## src/rtl/bmem_pkg.sv

```systemverilog
// rtl/bmem_pkg.sv - shared types and constants for the burst memory line adapter
package bmem_pkg;

    localparam int LINE_W = 256;
    localparam int BEAT_W = 64;
    localparam int BEATS  = 4;
    localparam int ADDR_W = 32;

    typedef enum logic [1:0] {
        IDLE,
        RD_REQ,
        WR_BURST
    } adapter_state_t;

    typedef struct packed {
        logic              we;
        logic [ADDR_W-1:0] addr;
        logic [LINE_W-1:0] wdata;
    } line_req_t;

    typedef struct packed {
        logic [ADDR_W-1:0] addr;
        logic [LINE_W-1:0] rdata;
    } line_resp_t;

    function automatic logic [ADDR_W-1:0] line_align(input logic [ADDR_W-1:0] a);
        return {a[ADDR_W-1:5], 5'b0};
    endfunction

endpackage

```

## src/rtl/bmem_burst_assembler.sv

```systemverilog
// rtl/bmem_burst_assembler.sv - reassembles returning read bursts into tagged lines
module bmem_burst_assembler
    import bmem_pkg::*;
(
    input  logic              clk,
    input  logic              rst_n,
    input  logic              i_rvalid,
    input  logic [ADDR_W-1:0] i_raddr,
    input  logic [BEAT_W-1:0] i_rdata,
    input  logic              i_pending,
    output logic              o_burst_done,
    output logic              o_resp_valid,
    output line_resp_t        o_resp,
    output logic              o_err
);

    logic [1:0]                  r_rbeat;
    logic [ADDR_W-1:0]           r_raddr;
    logic [LINE_W-BEAT_W-1:0]    r_line;
    logic                        r_resp_valid;
    line_resp_t                  r_resp;
    logic                        r_err;

    logic w_beat;
    logic w_last;
    logic w_addr_bad;
    logic w_gap;
    logic w_stray;

    // Beats arriving with nothing outstanding are dropped rather than assembled.
    assign w_beat     = i_rvalid && i_pending;
    assign w_last     = w_beat && (r_rbeat == 2'd3);
    assign w_addr_bad = w_beat && (r_rbeat != 2'd0) && (i_raddr != r_raddr);
    assign w_gap      = !i_rvalid && (r_rbeat != 2'd0);
    assign w_stray    = i_rvalid && !i_pending;

    always_ff @(posedge clk or negedge rst_n) begin
        if (!rst_n) begin
            r_rbeat      <= 2'd0;
            r_raddr      <= '0;
            r_line       <= '0;
            r_resp_valid <= 1'b0;
            r_resp       <= '0;
            r_err        <= 1'b0;
        end else begin
            r_resp_valid <= w_last;
            if (w_beat) begin
                r_rbeat <= r_rbeat + 2'd1;
                if (r_rbeat == 2'd0) begin
                    r_raddr <= i_raddr;
                end
                if (!w_last) begin
                    r_line[r_rbeat*BEAT_W +: BEAT_W] <= i_rdata;
                end
            end
            if (w_last) begin
                r_resp <= '{addr: r_raddr, rdata: {i_rdata, r_line}};
            end
            if (w_addr_bad || w_gap || w_stray) begin
                r_err <= 1'b1;
            end
        end
    end

    assign o_burst_done = w_last;
    assign o_resp_valid = r_resp_valid;
    assign o_resp       = r_resp;
    assign o_err        = r_err;

endmodule

```

## src/rtl/bmem_line_adapter.sv

```systemverilog
// rtl/bmem_line_adapter.sv - cache-line to 4-beat burst initiator for the banked memory port
module bmem_line_adapter
    import bmem_pkg::*;
#(
    parameter int MAX_OUTSTANDING = 4,
    parameter int BEATS           = 4
) (
    input  logic              clk,
    input  logic              rst_n,
    input  logic              req_valid,
    output logic              req_ready,
    input  logic              req_we,
    input  logic [ADDR_W-1:0] req_addr,
    input  logic [LINE_W-1:0] req_wdata,
    output logic              resp_valid,
    output logic [ADDR_W-1:0] resp_addr,
    output logic [LINE_W-1:0] resp_rdata,
    output logic              wr_done,
    output logic              err,
    output logic [ADDR_W-1:0] bmem_addr,
    output logic              bmem_read,
    output logic              bmem_write,
    output logic [BEAT_W-1:0] bmem_wdata,
    input  logic              bmem_ready,
    input  logic [ADDR_W-1:0] bmem_raddr,
    input  logic [BEAT_W-1:0] bmem_rdata,
    input  logic              bmem_rvalid
);

    localparam int BEAT_IDX_W = $clog2(BEATS);
    localparam logic [BEAT_IDX_W-1:0] LAST_BEAT = BEAT_IDX_W'(BEATS - 1);

    adapter_state_t          r_state;
    adapter_state_t          w_next;
    logic                    r_rst_done;
    logic [ADDR_W-1:0]       r_addr;
    logic [LINE_W-1:0]       r_wdata;
    logic [BEAT_IDX_W-1:0]   r_beat;
    logic [3:0]              r_outstanding;
    logic                    r_wr_done;

    line_req_t               w_req;
    line_resp_t              w_resp;
    logic                    w_req_ok;
    logic                    w_req_fire;
    logic                    w_rd_fire;
    logic                    w_wr_beat;
    logic                    w_wr_last;
    logic                    w_burst_done;

    assign w_req = '{we: req_we, addr: line_align(req_addr), wdata: req_wdata};

    // Writes wait for every read to drain; reads only respect the credit limit.
    // r_rst_done keeps req_ready low while reset is asserted.
    assign w_req_ok   = (r_state == IDLE) && r_rst_done &&
                        (w_req.we ? (r_outstanding == 4'd0)
                                  : (r_outstanding < 4'(MAX_OUTSTANDING)));
    assign w_req_fire = req_valid && w_req_ok;
    assign w_rd_fire  = (r_state == RD_REQ) && bmem_ready;
    assign w_wr_beat  = (r_state == WR_BURST) && bmem_ready;
    assign w_wr_last  = w_wr_beat && (r_beat == LAST_BEAT);

    always_ff @(posedge clk or negedge rst_n) begin
        if (!rst_n) begin
            r_state <= IDLE;
        end else begin
            r_state <= w_next;
        end
    end

    always_comb begin
        w_next = r_state;
        case (r_state)
            IDLE: begin
                if (w_req_fire) begin
                    w_next = w_req.we ? WR_BURST : RD_REQ;
                end
            end
            RD_REQ: begin
                if (bmem_ready) begin
                    w_next = IDLE;
                end
            end
            WR_BURST: begin
                if (w_wr_last) begin
                    w_next = IDLE;
                end
            end
            default: w_next = IDLE;
        endcase
    end

    always_ff @(posedge clk or negedge rst_n) begin
        if (!rst_n) begin
            r_rst_done    <= 1'b0;
            r_addr        <= '0;
            r_wdata       <= '0;
            r_beat        <= '0;
            r_outstanding <= 4'd0;
            r_wr_done     <= 1'b0;
        end else begin
            r_rst_done <= 1'b1;
            r_wr_done  <= w_wr_last;
            if (w_req_fire) begin
                r_addr <= w_req.addr;
                r_beat <= '0;
                if (w_req.we) begin
                    r_wdata <= w_req.wdata;
                end
            end else if (w_wr_beat && !w_wr_last) begin
                r_beat <= r_beat + 1'b1;
            end
            // A coinciding issue and burst completion leaves the count unchanged.
            case ({w_rd_fire, w_burst_done})
                2'b10:   r_outstanding <= r_outstanding + 4'd1;
                2'b01:   r_outstanding <= r_outstanding - 4'd1;
                default: r_outstanding <= r_outstanding;
            endcase
        end
    end

    bmem_burst_assembler u_assembler (
        .clk          (clk),
        .rst_n        (rst_n),
        .i_rvalid     (bmem_rvalid),
        .i_raddr      (bmem_raddr),
        .i_rdata      (bmem_rdata),
        .i_pending    (r_outstanding != 4'd0),
        .o_burst_done (w_burst_done),
        .o_resp_valid (resp_valid),
        .o_resp       (w_resp),
        .o_err        (err)
    );

    assign req_ready  = w_req_ok;
    assign resp_addr  = w_resp.addr;
    assign resp_rdata = w_resp.rdata;
    assign wr_done    = r_wr_done;
    assign bmem_read  = (r_state == RD_REQ);
    assign bmem_write = (r_state == WR_BURST);
    assign bmem_addr  = (r_state != IDLE) ? r_addr : '0;
    assign bmem_wdata = (r_state == WR_BURST) ? r_wdata[r_beat*BEAT_W +: BEAT_W] : '0;

endmodule
```

## config.mk

```make
export PLATFORM = sky130hd
export DESIGN_NAME = bmem_line_adapter
export DESIGN_NICKNAME = d
export VERILOG_FILES = /design/src/rtl/bmem_pkg.sv /design/src/rtl/bmem_burst_assembler.sv /design/src/rtl/bmem_line_adapter.sv
export SDC_FILE = /design/constraint.sdc
export NUM_CORES = 1
export LEC_CHECK = 0
export BUFFER_PORTS_ARGS = -buffer_cell sky130_fd_sc_hd__buf_4
export CAP_MARGIN = 20
export CORE_AREA = 8 8 297 299
export DETAILED_ROUTE_END_ITERATION = 10
export DIE_AREA = 0 0 305 307
export MAX_ROUTING_LAYER = met4
export PLACE_DENSITY = 0.73
export SETUP_SLACK_MARGIN = 0.15
export SLEW_MARGIN = 20
export SYNTH_ARGS = -nofsm -noshare
export SYNTH_HDL_FRONTEND = slang
export SYNTH_SLANG_ARGS = --single-unit
```

## constraint.sdc

```tcl
create_clock -name clk -period 2.85 [get_ports clk]
set_input_delay 0.1425 -clock clk [delete_from_list [all_inputs] [get_ports clk]]
set_output_delay 0.1425 -clock clk [all_outputs]
set_load 0.02 [all_outputs]
```

## Word level (Yosys, flattened, before mapping)

Cells that the tools add are included.

| word-level totals | value |
|---|---|
| bits in writable memories | 0 |
| memories | 0 |
| bits of input ports | 390 |
| output and inout bits | 390 |
| latch bits | 0 |
| bits in registers | 809 |
| word-level logic and storage cells | 76 |
| memory bits (read-only) | 0 |

| operators by class | value |
|---|---|
| muxes and demuxes | 12 |
| reductions and logical operators | 30 |
| shifts and indexed selects | 3 |
| $lt $le $gt $ge | 1 |
| $add $sub $neg | 5 |
| bitwise operators | 1 |
| equality and inequality tests | 10 |
| multipliers | 0 |
| divide/modulo/power cells | 0 |

Operators by type and width:

| kind | count |
|---|---|
| $shiftx 256x9->64 | 1 |
| $bwmux 192 | 1 |
| $shift 64x34->192 const A | 1 |
| $shiftx 64x34->192 | 1 |
| $mux 64 | 1 |
| $neg 8->34 | 1 |
| $mux 32 | 1 |
| $ne 32x32->1 | 1 |
| $logic_and 1x1->1 | 13 |
| $mux 2 | 6 |
| $eq 2x2->1 const B | 4 |
| $pmux 4 s2 | 1 |
| $reduce_bool 2->1 | 4 |
| $pmux 2 s3 | 1 |
| $reduce_and 2->1 | 3 |
| $add 2x1->2 const B | 2 |
| $add 4x1->4 const B | 1 |
| $eq 2x1->1 const B | 2 |
| $logic_not 2->1 | 2 |
| $logic_not 4->1 | 1 |
| $lt 4x3->1 const B | 1 |
| $ne 2x1->1 const B | 2 |
| $reduce_bool 4->1 | 1 |
| $sub 4x1->4 const B | 1 |
| 6 further kinds | 9 |

## Logic depth before layout (Yosys ltp)

Gate-level depths: netlist of run 1.

| depth | value |
|---|---|
| depth after elaboration | 7 |
| gate-level depth with buffers | 13 |
| depth with buffers taken out | 11 |

## Hierarchy

A second synthesis of run 1 with hierarchy kept.

| unflattened totals | value |
|---|---|
| cell total of the unflattened synthesis | 3,021 |
| area, all modules | 34,336.7 um^2 |

By module, submodules not included:

| module | seq. area each (um^2) | times used | area an instance (um^2) | cells an instance |
|---|---|---|---|---|
| bmem_burst_assembler | 12,912.4 | 1 | 19,979.2 | 2,183 |
| bmem_line_adapter | 7,332.0 | 1 | 14,357.5 | 838 |

## Worst setup path after synthesis of run 1

OpenSTA, ideal clock, no wires.

| timing | value |
|---|---|
| path kind | reg2reg |
| start | reg r_outstanding[0] |
| end | reg r_outstanding[3] |
| arrival | 2.606 ns |
| clock period less this slack | 2.685 ns |
| cell stages (with the launch flop) | 11 |
| data required time | 2.771 ns |
| path slack | 0.165 ns |
| buffers on the path | 2 |
| library setup time | 0.079 ns |
| cells stage by stage | dfrtp_1 nor4_4 nor2b_1 buf_2 nand2_4 clkbuf_1 inv_1 ha_1 or4bb_1 a211oi_1 xor2_1 |

| on the way | value |
|---|---|
| cells in the longest elaborated chain, start to end | 5 |
| elaborated cells between the ends (all ways) | 9 |
| classes of those cells | add/sub: 2; eq/ne: 2; mux: 1; reduce/logical: 4 |

RTL lines:

| element | line | source |
|---|---|---|
| start, declared | bmem_line_adapter.sv:39 | `logic [3:0] r_outstanding;` |
| start signal, assigned | bmem_line_adapter.sv:115 | `2'b10: r_outstanding <= r_outstanding + 4'd1;` |
| start signal, assigned | bmem_line_adapter.sv:116 | `2'b01: r_outstanding <= r_outstanding - 4'd1;` |
| start signal, assigned | bmem_line_adapter.sv:117 | `default: r_outstanding <= r_outstanding;` |
| $reduce_bool 4->1 (*) | bmem_line_adapter.sv:128 | `.i_pending (r_outstanding != 4'd0),` |
| $logic_and 1x1->1 (*) | bmem_burst_assembler.sv:31 | `assign w_beat = i_rvalid && i_pending;` |
| $logic_and 1x1->1 (*) | bmem_burst_assembler.sv:32 | `assign w_last = w_beat && (r_rbeat == 2'd3);` |
| named net u_assembler.o_burst_done | bmem_burst_assembler.sv:11 | `output logic o_burst_done,` |
| $eq 2x1->1 or $eq 2x2->1 (tied branches) | bmem_line_adapter.sv:114 | `case ({w_rd_fire, w_burst_done})` |
| $pmux 4 s2 or $reduce_bool 2->1 (tied branches) | - |  |

Mark *: on every way through the listed nets, which the timed path passes. The rest lies on a longest branch.
A chain may end at the register's enable or synchronous reset.

## Worst setup path in the final report of run 1

| timing | value |
|---|---|
| start | reg r_outstanding[3] |
| end | reg r_outstanding[3] |

The elaborated chain is that of the path after synthesis.

==> impl_metrics.json, run 1 <==
{
  "status": "finished clean",
  "drcViolationCount": 0,
  "drt_iter0_drc": 1733,
  "die_h_um": 307,
  "worstSetupPathType": "flip-flop to flip-flop",
  "dieArea_um2": 93640,
  "nNetsFinal": 4168,
  "fp.coreArea_um2": 83160,
  "clock_sinks": 809,
  "min_path_type": "input pin to asynchronous set/reset pin",
  "synth-main-ff-cell": "dfrtp_1",
  "numCtsBuffers": 86,
  "crit_fanout": 11,
  "ys_seq_area_share_pct": 61.19,
  "grt_usage_pct": 24.01,
  "vias": 25510,
  "row_count": 106,
  "portBuffers": 769,
  "dpl.hpwl_um": 72370,
  "p_leak_uw": 0.02184,
  "insertion_delay_ns": 0.66,
  "final_cell_mix": "812 x buf_4, 807 x dfrtp_1, 405 x mux2_2",
  "critPathLaunchType": "flip-flop",
  "place_congestion": 0.8804,
  "min_period_over_period_pct": 90.06,
  "cts_tree": "built",
  "setup_viol": 0,
  "area_delta_synth_final_pct": 42.34,
  "synth_area_um2": 33090,
  "path_cells": "nor4_4 -> nor2b_2 -> nand2_8 -> inv_1 -> ha_1 -> or4bb_1 -> a211oi_1 -> xor2_1",
  "fillers": 6384,
  "fin_crit_ns": 2.567,
  "initial_core_util_pct": 39.79,
  "crit_path_end_kind": "flip-flop",
  "grt_max_degree": 144,
  "layout_commonest_cell": "buf_4",
  "boundaryPins": 780,
  "hold_viol_final": 0,
  "wl_per_cell_um": 22.85,
  "synth_edf_count": 0,
  "ys.warnings.count": 0,
  "finalSetupTns_ns": 0,
  "slowest_delay_ns": 0.50,
  "cts-root-buf": "clkbuf_16",
  "place_area_um2": 40120,
  "worst_ep_required_time_ns": 3.36,
  "synth.avg_cell_area_um2": 12.58,
  "synth-seq-cells": 809,
  "fmax_mhz": 389.6,
  "synth_cells": 2630,
  "ant_nets": 0,
  "cts_buffer_depth": 3,
  "drtPass1Iterations": 5,
  "drive_above_1_share_pct": 38.25,
  "max_cap_violations": 0,
  "antenna_found_initial": 20,
  "final_core_util_pct": 56.63,
  "avgViaCountPerCell": 5.159,
  "async_reset_ff_share_pct": 100.0,
  "crit_arrival_ns": 3.08,
  "pwr_density_cell_nw_per_um2": 1057,
  "finalMaxSlewViolations": 0,
  "grt_setup_unrepaired": "yes",
  "skew_ns": 0.07633,
  "critPathSlowestCell": "or4bb_1",
  "slew_headroom_pct": 55.84,
  "overflow": 0,
  "ir_worst_vdd_v": 0.0006806,
  "ys_types": 40,
  "clkSlewWorstSetupHoldPaths_ns": 0.07,
  "grt_pass1_wl_um": 170500,
  "chipWidth_um": 305,
  "ctsHtreeMaxLevel": 3,
  "grt_pass1_vias": 27210,
  "worst_pin_slew_ns": 0.6624,
  "wirelength_um": 113000,
  "final_cell_area_um2": 47090
}
## synthesized netlist by cell type (all sizes together) (4+ instances only)
master  count  area [um2]
xor2       29       254.0
inv       200       750.7
ha          9       112.6
nor4        8       65.06
nand3     196       980.9
o21ai     390        1952
a21oi       4       20.02
xnor2       7       61.31
nor2        5       18.77
mux2      409        4606
buf       119       810.8
and2       65       406.6
nand2     201       762.0
clkbuf     61       229.0
nor2b      29       181.4
nor3b       6       45.04
dfrtp     809       20240
mux4       64        1441
## registers in the layout, summed over array words and instances, names as in the netlist
| register | flops |
|---|---|
| u_assembler.o_resp | 288 |
| r_wdata | 256 |
| u_assembler.r_line | 192 |
| u_assembler.r_raddr | 32 |
| r_addr | 27 |
| r_outstanding | 4 |
| r_beat | 2 |
| r_state | 2 |
| u_assembler.r_rbeat | 2 |
| r_rst_done | 1 |
| u_assembler.o_err | 1 |
| u_assembler.o_resp_valid | 1 |
| wr_done | 1 |
## per-stage QoR
| stage | power, uW | hold slack, ns | setup slack [ns] | instances |
|---|---|---|---|---|
| 6_report | 49760 | 0.05407 | 0.2832 | 4944 |
| 5_1_grt | 52200 | 0.05764 | 0.1170 | 4941 |
| 4_1_cts | 49360 | 0.03872 | 0.1693 | 4916 |
| 3_5_place_dp | 36950 | 0.1630 | 0.1299 | 4371 |
| 3_3_place_gp | 36350 | 0.1700 | 0.2250 | 4371 |
| 2_1_floorplan | 29370 | -0.1531 | 0.1646 | 2634 |
## logic make-up after synthesis
logic type / after synthesis / synth area share [%]
buffers and inverters: 380 / 5.412
other: 2 / 0.02270
AND/OR/NAND/NOR: 519 / 7.635
XOR/XNOR: 36 / 0.9530
adder cells (fa/ha/maj): 9 / 0.3404
AO/OA/AOI/OAI: 401 / 6.142
flip-flops: 809 / 61.19
multiplexers: 474 / 18.31
## path summary, 6_finish.rpt
| path | end | from | cells past startpoint | slack [ns] |
|---|---|---|---|---|
| min in group clk | r_wdata[108]$_DFFE_PN0P_ | req_wdata[108] | 3 | 0.26 |
| min reg2reg | u_assembler.o_resp[21]$_DFFE_PN0P_ | u_assembler.o_resp[21]$_DFFE_PN0P_ | 2 | 0.48 |
| max in group asynchronous | r_wdata[199]$_DFFE_PN0P_ | rst_n | 4 | 1.72 |
| max | r_outstanding[3]$_DFFE_PN0P_ | r_outstanding[3]$_DFFE_PN0P_ | 8 | 0.28 |
| max reg2reg | r_outstanding[3]$_DFFE_PN0P_ | r_outstanding[3]$_DFFE_PN0P_ | 8 | 0.28 |
| min | r_wdata[5]$_DFFE_PN0P_ | rst_n | 2 | 0.05 |
## area by class of cell
type | instances | area [um2] | area share [%]
multi-input cells | 1445 | 11120 | 23.62
well taps | 1080 | 1351 | 2.869
diodes | 23 | 57.56 | 0.1222
repair buffers | 1227 | 10560 | 22.41
clock buffers | 122 | 2487 | 5.282
clock inverters | 38 | 519.2 | 1.103
flip-flops and latches | 809 | 20250 | 43.00
inverters | 200 | 750.7 | 1.594
## layer usage
layer,share of wire [%],global-route usage [%],vias up
met5,0,-,-
met4,5.8,12.74,0
met3,8.0,7.023,345
met2,49,39.20,1162
met1,37,26.65,12780
li1,-,-,11220
## critical path: cells and delay by family, from the launching register on
| kind | cells | cell delay [ns] |
|---|---|---|
| AOI/OAI and AO/OA | 1 | 0.31 |
| adders and majority gates | 1 | 0.27 |
| xor gates and xnor gates | 1 | 0.17 |
| DFF | 1 | 0.43 |
| and+or+nand+nor | 4 | 1.20 |
| buffers and inverters | 1 | 0.09 |
## timing repair
action	4_1_cts	5_1_grt
pin swaps	0	1
gates resized for setup	1	0
setup endpoints to repair	50	11
buffers inserted	1	5
gates cloned	0	0
endpoints found under the hold margin	936	0
hold buffers	384	0
## power by group
group | leakage [uW] | switching, uW | total, uW | internal, uW
combinational | 0.0101 | 9960 | 18700 | 8700
clock | 0.00147 | 5010 | 11700 | 6740
sequential | 0.0103 | 2900 | 19300 | 16400
Note: power is estimated with default switching activity, not from simulation.
==> run 2: changes to the inputs <==
--- a/config.mk
+++ b/config.mk
@@ -6,11 +6,9 @@
 export NUM_CORES = 1
 export LEC_CHECK = 0
 export BUFFER_PORTS_ARGS = -buffer_cell sky130_fd_sc_hd__buf_4
-export CAP_MARGIN = 20
 export CORE_AREA = 8 8 297 299
 export DETAILED_ROUTE_END_ITERATION = 10
 export DIE_AREA = 0 0 305 307
-export MAX_ROUTING_LAYER = met4
 export PLACE_DENSITY = 0.73
 export SETUP_SLACK_MARGIN = 0.15
 export SLEW_MARGIN = 20
==> run 2 against run 1 <==
Compared with the run above: setup slack worse by 0.0099 ns; cell area hardly changed; clock-buffer cell count unchanged; flip-flop and latch count is the same; combinational power barely moved; sequential power hardly changed; core utilization about the same; clock power about the same; critical path depth is 3 lower; largest cell class unchanged; highest routed layer is now met5.
==> impl_metrics.json, run 2 (synthesis gave the netlist of run 1 again) <==
{
  "setup_viol": 0,
  "place_congestion": 0.8663,
  "drcViolationCount": 0,
  "boundaryPins": 780,
  "antenna_found_initial": 15,
  "min_path_type": "input pin to asynchronous set/reset pin",
  "die_h_um": 307,
  "post-place-ws_ns": 0.1299,
  "worst_ep_required_time_ns": 2.71,
  "critPathLaunchType": "flip-flop",
  "cts-root-buf": "clkbuf_16",
  "overflow": 0,
  "area_delta_synth_final_pct": 42.31,
  "drive_above_1_share_pct": 38.25,
  "cts_tree": "built",
  "chipWidth_um": 305,
  "crit_buf_inv": 3,
  "ant_nets": 0,
  "setup_slack_ns": 0.2734,
  "insertion_delay_ns": 0.66,
  "worstSetupPathType": "flip-flop to output pin",
  "min_period_over_period_pct": 90.41,
  "clock_sinks": 809,
  "cpMostUsedCell": "buf_4",
  "critPathSlowestCell": "dfrtp_1",
  "status": "finished clean",
  "nNetsFinal": 4168,
  "crit_arrival_ns": 2.43,
  "crit_path_end_kind": "output pin",
  "clkSlewWorstSetupHoldPaths_ns": 0.07,
  "skew_ns": 0.07612,
  "path_cells": "nand2b_1 -> inv_1 -> buf_4 -> and2_1 -> buf_4",
  "initial_core_util_pct": 39.79,
  "grt_setup_unrepaired": "yes",
  "wirelength_um": 112500,
  "grt_max_degree": 144,
  "grt_pass1_wl_um": 170700,
  "fmax_mhz": 388.1,
  "slowest_delay_ns": 0.42,
  "finalMaxSlewViolations": 0,
  "place_area_um2": 40120,
  "drtPass1Iterations": 5,
  "fin_crit_ns": 2.577,
  "fp.coreArea_um2": 83160,
  "wl_per_cell_um": 22.78,
  "largest_reg_flops": 288,
  "hold_viol_final": 0,
  "avgViaCountPerCell": 5.155,
  "final_cell_mix": "812 x buf_4, 807 x dfrtp_1, 405 x mux2_2",
  "dpl.hpwl_um": 72370,
  "cp_top_family": "buffers and inverters",
  "layout_commonest_cell": "buf_4",
  "ir_worst_vdd_v": 0.0006820,
  "crit_fanout": 24,
  "vias": 25470,
  "worst_pin_slew_ns": 0.6612,
  "numCtsBuffers": 86,
  "max_cap_violations": 0,
  "grt_usage_pct": 23.31,
  "row_count": 106,
  "finalSetupTns_ns": 0,
  "portBuffers": 769,
  "cts_buffer_depth": 3,
  "ctsHtreeMaxLevel": 3,
  "p_leak_uw": 0.02184,
  "grt_pass1_vias": 27210,
  "drt_iter0_drc": 1705,
  "final_cell_area_um2": 47080,
  "slew_headroom_pct": 55.92,
  "dieArea_um2": 93640,
  "pwr_density_cell_nw_per_um2": 1056
}
[run 2: cell count changes in the layout (fill, tap and decap cells not counted), sizes merged]
cell	previous run	this run
diode	23	19
[run 2: final timing paths]
check	start	endpoint	slack, ns	cells after the start
worst max-delay path	r_state[0]$_DFFE_PN0P_	bmem_wdata[4]	0.27	5
min in group clk	req_wdata[108]	r_wdata[108]$_DFFE_PN0P_	0.27	3
worst max register to register	r_outstanding[3]$_DFFE_PN0P_	r_outstanding[3]$_DFFE_PN0P_	0.29	8
worst min register to register	u_assembler.o_resp[21]$_DFFE_PN0P_	u_assembler.o_resp[21]$_DFFE_PN0P_	0.48	2
max in group asynchronous	rst_n	r_wdata[25]$_DFFE_PN0P_	1.72	4
worst min-delay path	rst_n	r_wdata[5]$_DFFE_PN0P_	0.05	2
[run 2: layout make-up]
cell class,instances,area (um2)
Antenna cell,19,47.55
Tap cell,1080,1351
Fill cell,6376,36070
Sequential cell,809,20250
Multi-Input combinational cell,1445,11120
Clock buffer,122,2487
Timing Repair Buffer,1227,10560
Inverter,200,750.7
Clock inverter,38,519.2
[run 2: layer usage]
layer / global-route usage [%] / share of wire [%] / up-vias
li1: - / - / 11220
met1: 26.36 / 37 / 12770
met2: 39.17 / 49 / 1136
met3: 7.380 / 8.3 / 339
met4: 12.89 / 6.0 / 2
met5: 0 / 0.011 / -
[run 2: report_power, final]
part / internal, uW / total [uW] / switching (uW)
logic: 8700 / 18700 / 9950
clock network: 6740 / 11700 / 4990
registers: 16400 / 19300 / 2880
total: 31900 / 49700 / 17800
[run 2: per-stage QoR]
stage	hold slack, ns	util, %	cells	power [uW]
floorplan	-0.1531	-	2634	29370
global placement	0.1700	48.25	4371	36350
detailed placement	0.1630	48.25	4371	36950
CTS	0.03872	56.52	4916	49360
global route	0.05788	56.60	4935	52180
finish	0.05106	56.62	4940	49710
[run 2: worst reg2reg max path, delay by kind of cell (launching register included)]
family          cells  cell delay (ns)
compound gates      1             0.31
xor+xnor            1             0.17
simple gates        4             1.20
fa+ha+maj           1             0.27
flops               1             0.43
buf+inv             1             0.10
[run 2: repair_timing]
action / 4_1_cts / 5_1_grt
hold buffers: 384 / 0
endpoints found under the hold margin: 936 / 0
resized for setup: 1 / 0
setup buffers: 1 / 5
endpoints found under the setup margin: 50 / 10
cloned: 0 / 0
pin swaps: 0 / 1
==> run 3: changes to the inputs <==
--- a/config.mk
+++ b/config.mk
@@ -9,7 +9,7 @@
 export CORE_AREA = 8 8 297 299
 export DETAILED_ROUTE_END_ITERATION = 10
 export DIE_AREA = 0 0 305 307
-export PLACE_DENSITY = 0.73
+export PLACE_DENSITY = 0.71
 export SETUP_SLACK_MARGIN = 0.15
 export SLEW_MARGIN = 20
 export SYNTH_ARGS = -nofsm -noshare
==> constraint.sdc (replaced) <==
create_clock -name clk -period 2.95 [get_ports clk]
set_input_delay 0.1475 -clock clk [delete_from_list [all_inputs] [get_ports clk]]
set_output_delay 0.1475 -clock clk [all_outputs]
set_load 0.02 [all_outputs]
==> run 3 against run 2 <==
Compared with the run above: cell count down 0.38%; global-route usage down 0.13 points; power down 3.1%; critical path depth unchanged; non-clock buffer count down 16; first-iteration DRC count up 1.3%; routed wire length down 0.40%; critical path type unchanged; critical endpoint is now bmem_wdata[59]; largest power group unchanged.
==> impl_metrics.json, run 3 (synthesis gave the netlist of run 1 again) <==
{
  "final_cell_mix": "807 x dfrtp_1, 802 x buf_4, 405 x mux2_2",
  "slowest_delay_ns": 0.51,
  "ant_nets": 0,
  "grt_max_degree": 141,
  "pwr_density_cell_nw_per_um2": 1026,
  "p_leak_uw": 0.02175,
  "row_count": 106,
  "worst_pin_slew_ns": 0.8543,
  "reg2reg_from": "r_outstanding[0]$_DFFE_PN0P_",
  "fmax_mhz": 394.2,
  "ir_worst_vdd_v": 0.0007347,
  "worst_ep_required_time_ns": 2.80,
  "antenna_found_initial": 15,
  "die_h_um": 307,
  "grt_usage_pct": 23.17,
  "cts_tree": "built",
  "fin_crit_ns": 2.537,
  "numCtsBuffers": 89,
  "grt_pass1_wl_um": 168800,
  "overflow": 0,
  "drtPass1Iterations": 5,
  "area_delta_synth_final_pct": 41.90,
  "boundaryPins": 780,
  "post-place-ws_ns": 0.4544,
  "crit_arrival_ns": 2.39,
  "portBuffers": 769,
  "clock_sinks": 809,
  "grt_pass1_vias": 26790,
  "dr_wl_met3_um": 9242,
  "largest_reg_flops": 288,
  "min_period_over_period_pct": 85.98,
  "r2r_slack_ns": 0.46,
  "dieArea_um2": 93640,
  "place_congestion": 0.8449,
  "ctsHtreeMaxLevel": 3,
  "drive_above_1_share_pct": 37.79,
  "setup_slack_ns": 0.4135,
  "finalMaxSlewViolations": 0,
  "final-seq-area_um2": 20250,
  "wl_met2_um": 55070,
  "finalSetupTns_ns": 0,
  "dpl.hpwl_um": 72490,
  "top_layer_used": "met4",
  "cts_buffer_depth": 3,
  "status": "finished clean",
  "drcViolationCount": 0,
  "avgViaCountPerCell": 5.123,
  "skew_ns": 0.04380,
  "vias": 25210,
  "wirelength_um": 112100,
  "drt_iter0_drc": 1727,
  "timing.rr.end": "u_assembler.o_resp[203]$_DFFE_PN0P_",
  "hold_viol_final": 0,
  "wl_per_cell_um": 22.78,
  "path_cells": "buf_4 -> buf_4 -> mux4_2 -> and2_1 -> buf_4",
  "setup_viol": 0,
  "layout_commonest_cell": "dfrtp_1",
  "slew_headroom_pct": 43.05,
  "fillers": 6441,
  "chipWidth_um": 305,
  "grt_setup_unrepaired": "no",
  "fp.coreArea_um2": 83160,
  "min_path_type": "input pin to asynchronous set/reset pin",
  "multi_input_area_um2": 11120,
  "initial_core_util_pct": 39.79,
  "met1Wirelength_um": 41530,
  "critPathLaunchType": "flip-flop",
  "cpMostUsedCell": "buf_4",
  "crit_path_end_kind": "output pin",
  "nNetsFinal": 4155,
  "clkSlewWorstSetupHoldPaths_ns": 0.06,
  "worst_r2r_path_depth": 6,
  "critPathSlowestCell": "mux4_2",
  "crit_fanout": 9,
  "max_cap_violations": 0,
  "worstSetupPathType": "flip-flop to output pin",
  "cts-root-buf": "clkbuf_16",
  "insertion_delay_ns": 0.66
}
## run 3: cell count changes in the layout (fill, tap and decap cells not counted), sizes merged
cell         delta
buf            -17
clkbuf          +9
clkinv          -5
clkinvlp        -3
inv             -3
diode           -2
bufinv          +1
dlygate4sd3     +1
## run 3: worst max-delay path, delay by kind of cell (launching register included)
kind | cells | cell delay (ns)
buffers and inverters | 3 | 0.62
DFF | 1 | 0.41
muxes | 1 | 0.51
and+or+nand+nor | 1 | 0.21
## run 3: layout make-up
cell class,count,share of cell area (%)
inverters,200,1.599
clock buffers,131,5.527
well taps,1080,2.878
repair buffers,1211,22.05
clock inverters,28,1.045
multi-input cells,1445,23.68
flip-flops and latches,809,43.13
diodes,17,0.09061
## run 3: worst max path at each step
stage / start / to / slack [ns]
2_1_floorplan: r_outstanding[0]$_DFFE_PN0P_ / r_outstanding[3]$_DFFE_PN0P_ / 0.26
3_3_place_gp: r_outstanding[0]$_DFFE_PN0P_ / u_assembler.o_resp[252]$_DFFE_PN0P_ / 0.49
3_5_place_dp: r_outstanding[0]$_DFFE_PN0P_ / r_outstanding[3]$_DFFE_PN0P_ / 0.45
4_1_cts: r_beat[0]$_DFFE_PN0P_ / bmem_wdata[11] / 0.22
5_1_grt: r_outstanding[0]$_DFFE_PN0P_ / r_outstanding[3]$_DFFE_PN0P_ / 0.26
6_report: r_beat[0]$_DFFE_PN0P_ / bmem_wdata[59] / 0.41
## run 3: stage by stage
step / hold slack [ns] / std cells / instance area, um2 / util, % / power (uW)
after floorplan: -0.1481 / 2634 / 33100 / - / 28370
after global placement: 0.2069 / 4349 / 39870 / 47.95 / 35070
after detailed placement: 0.2063 / 4349 / 39870 / 47.95 / 35650
after CTS: 0.1006 / 4894 / 46830 / 56.32 / 47870
after global routing: 0.1222 / 4916 / 46940 / 56.44 / 50580
final: 0.1084 / 4921 / 46950 / 56.46 / 48180
## run 3: where the power goes
group	total, uW	internal (uW)	switching (uW)
sequential	18600	15900	2700
combinational	18000	8350	9680
clock	11600	6780	4780
total	48200	31000	17200
## run 3: per-layer routing
layer  global-route usage [%]  vias up
li1                         -    11200
met1                    26.78    12650
met2                    38.76     1046
met3                    7.518      315
met4                    11.54        0
met5                        0        -
## run 3: timing repair
item                                   CTS  global route
hold buffers                           385             0
gates resized for setup                  0             0
endpoints found under the hold margin  683             0
setup endpoints to repair               42             1
setup buffers                            1            10
